$ cat src/rtl/mult_secuencial_shift_add.sv
// Sequential shift-and-add unsigned multiplier: one partial product per clock,
// constant WIDTH+1 clock latency from start to the completion pulse.
module mult_secuencial_shift_add #(
    parameter int WIDTH = 8
) (
    input  logic                 CLK100MHZ,
    input  logic                 reset,
    input  logic                 inicio,
    input  logic [WIDTH-1:0]     multiplicando,
    input  logic [WIDTH-1:0]     multiplicador,
    output logic [2*WIDTH-1:0]   producto,
    output logic                 listo,
    output logic                 ocupado
);

    // state | meaning
    // IDLE  | waiting for inicio; operands sampled on the accepting edge
    // CALC  | WIDTH add/shift iterations, one per clock
    // DONE  | product copied to producto, listo pulsed, back to IDLE
    typedef enum logic [1:0] {
        IDLE = 2'd0,
        CALC = 2'd1,
        DONE = 2'd2
    } state_t;

    localparam int CW = $clog2(WIDTH + 1);

    state_t           r_state;
    logic [WIDTH-1:0] r_m;
    logic [WIDTH-1:0] r_a;
    logic [WIDTH-1:0] r_q;
    logic [CW-1:0]    r_count;

    logic [WIDTH:0]   w_sum;

    // Carry lives in w_sum[WIDTH]; after the right shift it is always cleared,
    // so it never needs its own register.
    always_comb begin
        w_sum = {1'b0, r_a};
        if (r_q[0]) begin
            w_sum = {1'b0, r_a} + {1'b0, r_m};
        end
    end

    always_ff @(posedge CLK100MHZ or posedge reset) begin
        if (reset) begin
            r_state  <= IDLE;
            r_m      <= '0;
            r_a      <= '0;
            r_q      <= '0;
            r_count  <= '0;
            producto <= '0;
            listo    <= 1'b0;
            ocupado  <= 1'b0;
        end else begin
            listo <= 1'b0;
            case (r_state)
                IDLE: begin
                    if (inicio) begin
                        r_m     <= multiplicando;
                        r_q     <= multiplicador;
                        r_a     <= '0;
                        r_count <= '0;
                        ocupado <= 1'b1;
                        r_state <= CALC;
                    end
                end
                CALC: begin
                    r_a     <= w_sum[WIDTH:1];
                    r_q     <= {w_sum[0], r_q[WIDTH-1:1]};
                    r_count <= r_count + CW'(1);
                    if (r_count == CW'(WIDTH - 1)) begin
                        r_state <= DONE;
                    end
                end
                DONE: begin
                    producto <= {r_a, r_q};
                    listo    <= 1'b1;
                    ocupado  <= 1'b0;
                    r_state  <= IDLE;
                end
                default: begin
                    r_state <= IDLE;
                    ocupado <= 1'b0;
                end
            endcase
        end
    end

endmodule

$ cat config.mk
export PLATFORM = sky130hd
export DESIGN_NAME = mult_secuencial_shift_add
export DESIGN_NICKNAME = d
export VERILOG_FILES = /design/src/rtl/mult_secuencial_shift_add.sv
export SDC_FILE = /design/constraint.sdc
export NUM_CORES = 1
export LEC_CHECK = 0
export ABC_AREA = 1
export CAP_MARGIN = 20
export CORE_MARGIN = 2
export CORE_UTILIZATION = 40
export DETAILED_ROUTE_END_ITERATION = 10
export GPL_ROUTABILITY_DRIVEN = 0
export PLACE_DENSITY = 0.69
export RECOVER_POWER = 50
export SYNTH_ARGS = -nofsm -noshare
export SYNTH_HDL_FRONTEND = slang
export SYNTH_SLANG_ARGS = --single-unit
$ cat constraint.sdc
create_clock -name CLK100MHZ -period 1.6 [get_ports CLK100MHZ]
set_input_delay 0.32 -clock CLK100MHZ [delete_from_list [all_inputs] [get_ports CLK100MHZ]]
set_output_delay 0.32 -clock CLK100MHZ [all_outputs]
set_load 0.05 [all_outputs]
==> summary.txt <==
Logic synthesis
  – Yosys top cell area share: 50.77%
  – Synth Net Count: 287
  – Synth area leaders: dfrtp_1 51%, nand2_1 10%, inv_1 5.1%
  – Syn Area/Cell: 9.171 µm²
  – Post-synth EDFFs: 0
  – Sequential area share after synthesis: 50.77%
  – Largest area contributor in the netlist: dfrtp_1
  – Fraction of registers with async set/reset: 100.0%
  – Synth cell types: 28
  – Synth Register Bits: 48
  – Mapped Area: 2366 µm²
  – YS warnings: 0
  – Most used DFF post-synth: dfrtp_1
  – Gate Count Post-Synth: roughly 260

GRT
  – First-pass GRT wire length: roughly 8.5 mm
  – Total GRT Usage: 16.96%
  – Vias in the first global route: around 1,800
  – Antenna violations before repair: 0
  – GRT overflow: 0
  – Largest net degree at the start of global routing: 49

Layout
  – Area growth syn-to-layout: 27.13%
  – Leading cell type in the layout, fill and taps excluded: nand2_1
  – Nets: between 300 and 400
  – # diodes: 0
  – Share of cells above drive strength 1: around a fifth
  – Most frequent cells in the layout: 63 x nand2_1, 48 x dfrtp_1, 31 x inv_1

Worst setup path
  – Critical path arrival: 1740 ps
  – CP peak stage delay: around 360 ps
  – Required time worst endpoint: 1810 ps
  – Worst r2r src: r_a[0]
  – Crit Path Category: reg2reg
  – Worst-path cell chain: ha_2 > inv_2 > fa_2 > buf_4 > xnor2_1 > o21ai_0 > o21ai_1
  – R2r endpoint: r_a[1]
  – R2R depth: 7
  – Startpoint types: flip-flop
  – Crit Path Max Fanout: 2
  – Crit path capture type: flip-flop
  – Register-to-Register Setup Slack: 60 ps
  – Slowest CP cell: dfrtp_1

Clocking
  – CTS sink cnt: 48
  – Post-CTS Hold Fix Bufs: 0
  – Clock buffer count from CTS: 5
  – Reg clk slew, reported paths: 100 ps
  – H-tree Lvls: 2
  – CTS tree: yes
  – Maximum clock insertion buffer count: 2
  – Root buffer cell: clkbuf_8
  – Skew-Pair Late Insertion Delay: between 300 and 400 ps

STA
  – Worst Max-Slew Pin Slew: 1049 ps
  – Fin Clk Skew: 8.087 ps
  – WHS: 495.3 ps
  – Slew Limit Fails: 0
  – Hold Fails Final Rpt: 0
  – RSZ-0062 raised after global routing: true
  – Final Cycle Share: 96.09%
  – Relative slew slack: 30.09%
  – Max Clk Rate: 0.6504 GHz
  – Sum Neg Setup Slack: 0 ps
  – Tmin final: 1537 ps
  – Final setup viols: 0

Power
  – Peak VDD IR: about 0.83 mV
  – Pwr Density: 2220 nW/µm²
  – Total power: 0.006678 W
  – Leakage: 1.475 nW

Detailed routing
  – DRT Pass-1 Iters: 4
  – Routed vias: 1,882
  – Drt drc: 0
  – Initial DRC Count: 103
  – ANT nets after route: 0
  – Routed WL: 4.967 mm
  – Drt wl/cell: 13.21 µm
  – Drt via density: between 5 and 6

Min path
  – Hold_sp: producto[9]
  – Hold Crit Depth: 2
  – Hold EP: producto[9]
  – Hold crit path type: reg2reg

Die
  – FP Rows: 28
  – Io pins: 37
  – Die Y-Extent: 80.91 µm
  – Die area: 6546 µm²
  – Starting Density: 40.68%
  – Die width: between 80 and 90 µm
  – Total core area: 5816 µm²

Place
  – Input/output buffers: 36
  – Dpl hpwl: ~3.3 mm

Outcome
  – Status: complete, no violations

Job
  – Number of max-cap violations: 0
[report_power, final]
group	total [W]	leakage, nW	switching, W	internal [W]
clock	0.000915	0.0548	0.000444	0.000471
combinational	0.00366	0.837	0.00217	0.00149
sequential	0.00211	0.583	0.000366	0.00174
[cell families (layout without fill, tap and decap cells)]
kind of cell	Yosys count	count (layout)	synth area share, %
buffers and inverters	46	89	8.355
flip-flops	48	48	50.77
AO/OA/AOI/OAI	47	47	11.53
multiplexers	7	7	4.284
XOR/XNOR	5	5	1.851
AND/OR/NAND/NOR	95	95	17.61
adder cells (fa/ha/maj)	10	10	5.606
[worst max-delay path by stage]
stage | start | endpoint | cells after the start
2_1_floorplan | r_a[0] | r_a[3] | 9
3_3_place_gp | r_a[0] | r_a[3] | 9
3_5_place_dp | r_a[0] | r_a[3] | 9
4_1_cts | r_m[0] | r_a[3] | 9
5_1_grt | r_m[0] | r_a[3] | 9
6_report | r_a[0] | r_a[1] | 7
[worst max-delay path: cells and delay by family (launching register included)]
family	cells	cell delay, ps
xor gates and xnor gates	1	110
DFF	1	360
buffers and inverters	2	180
adders and majority gates	2	550
AOI/OAI and AO/OA	2	230
[repair_timing]
| action | 4_1_cts | 5_1_grt |
|---|---|---|
| gates resized for setup | 1 | 14 |
| setup buffers | 1 | 2 |
| pin swaps | 0 | 4 |
| cloned | 0 | 0 |
| hold endpoints to repair | 0 | 0 |
| endpoints found under the setup margin | 2 | 6 |
[metal layers]
layer / global-route usage, % / vias up / part of all wire [%]
li1: - / 929 / -
met1: 22.25 / 891 / 47
met2: 26.69 / 50 / 45
met3: 3.556 / 12 / 5.2
met4: 8.305 / 0 / 2.9
met5: 0 / - / 0
[synthesized netlist by cell type (3+ instances only)]
cell,count
o221ai_1,7
a21oi_1,14
ha_1,9
nand4_1,9
nor2_1,7
buf_2,8
o21ai_0,11
mux2_4,6
o21ai_1,10
xor2_1,3
nand2_1,64
inv_1,32
nand3_1,11
dfrtp_1,48
inv_2,3
[final cells by class]
type                            instances  area, µm²
Fill cell                             559       2808
Inverter                               35      131.4
Clock buffer                            5      68.82
Timing Repair Buffer                   46      462.9
Multi-Input combinational cell        164       1003
Sequential cell                        48       1201
Tap cell                               75      93.84
Clock inverter                          3      46.29
[registers in the layout, summed over array words and instances, names as in the netlist]
signal,flops
listo,1
r_a,8
producto,16
r_q,8
ocupado,1
r_count,4
r_state,2
r_m,8
[stage by stage]
stage / setup slack, ps / std cells / cell area (µm²) / utilization [%]
floorplan: 75.71 / 258 / 2366 / -
global placement: 12.28 / 365 / 2849 / 48.99
detailed placement: -42.65 / 365 / 2849 / 48.99
CTS: 32.03 / 374 / 2974 / 51.14
global route: -51.34 / 376 / 3008 / 51.72
finish: 62.50 / 376 / 3008 / 51.72
(Power assumes the default switching activity.)
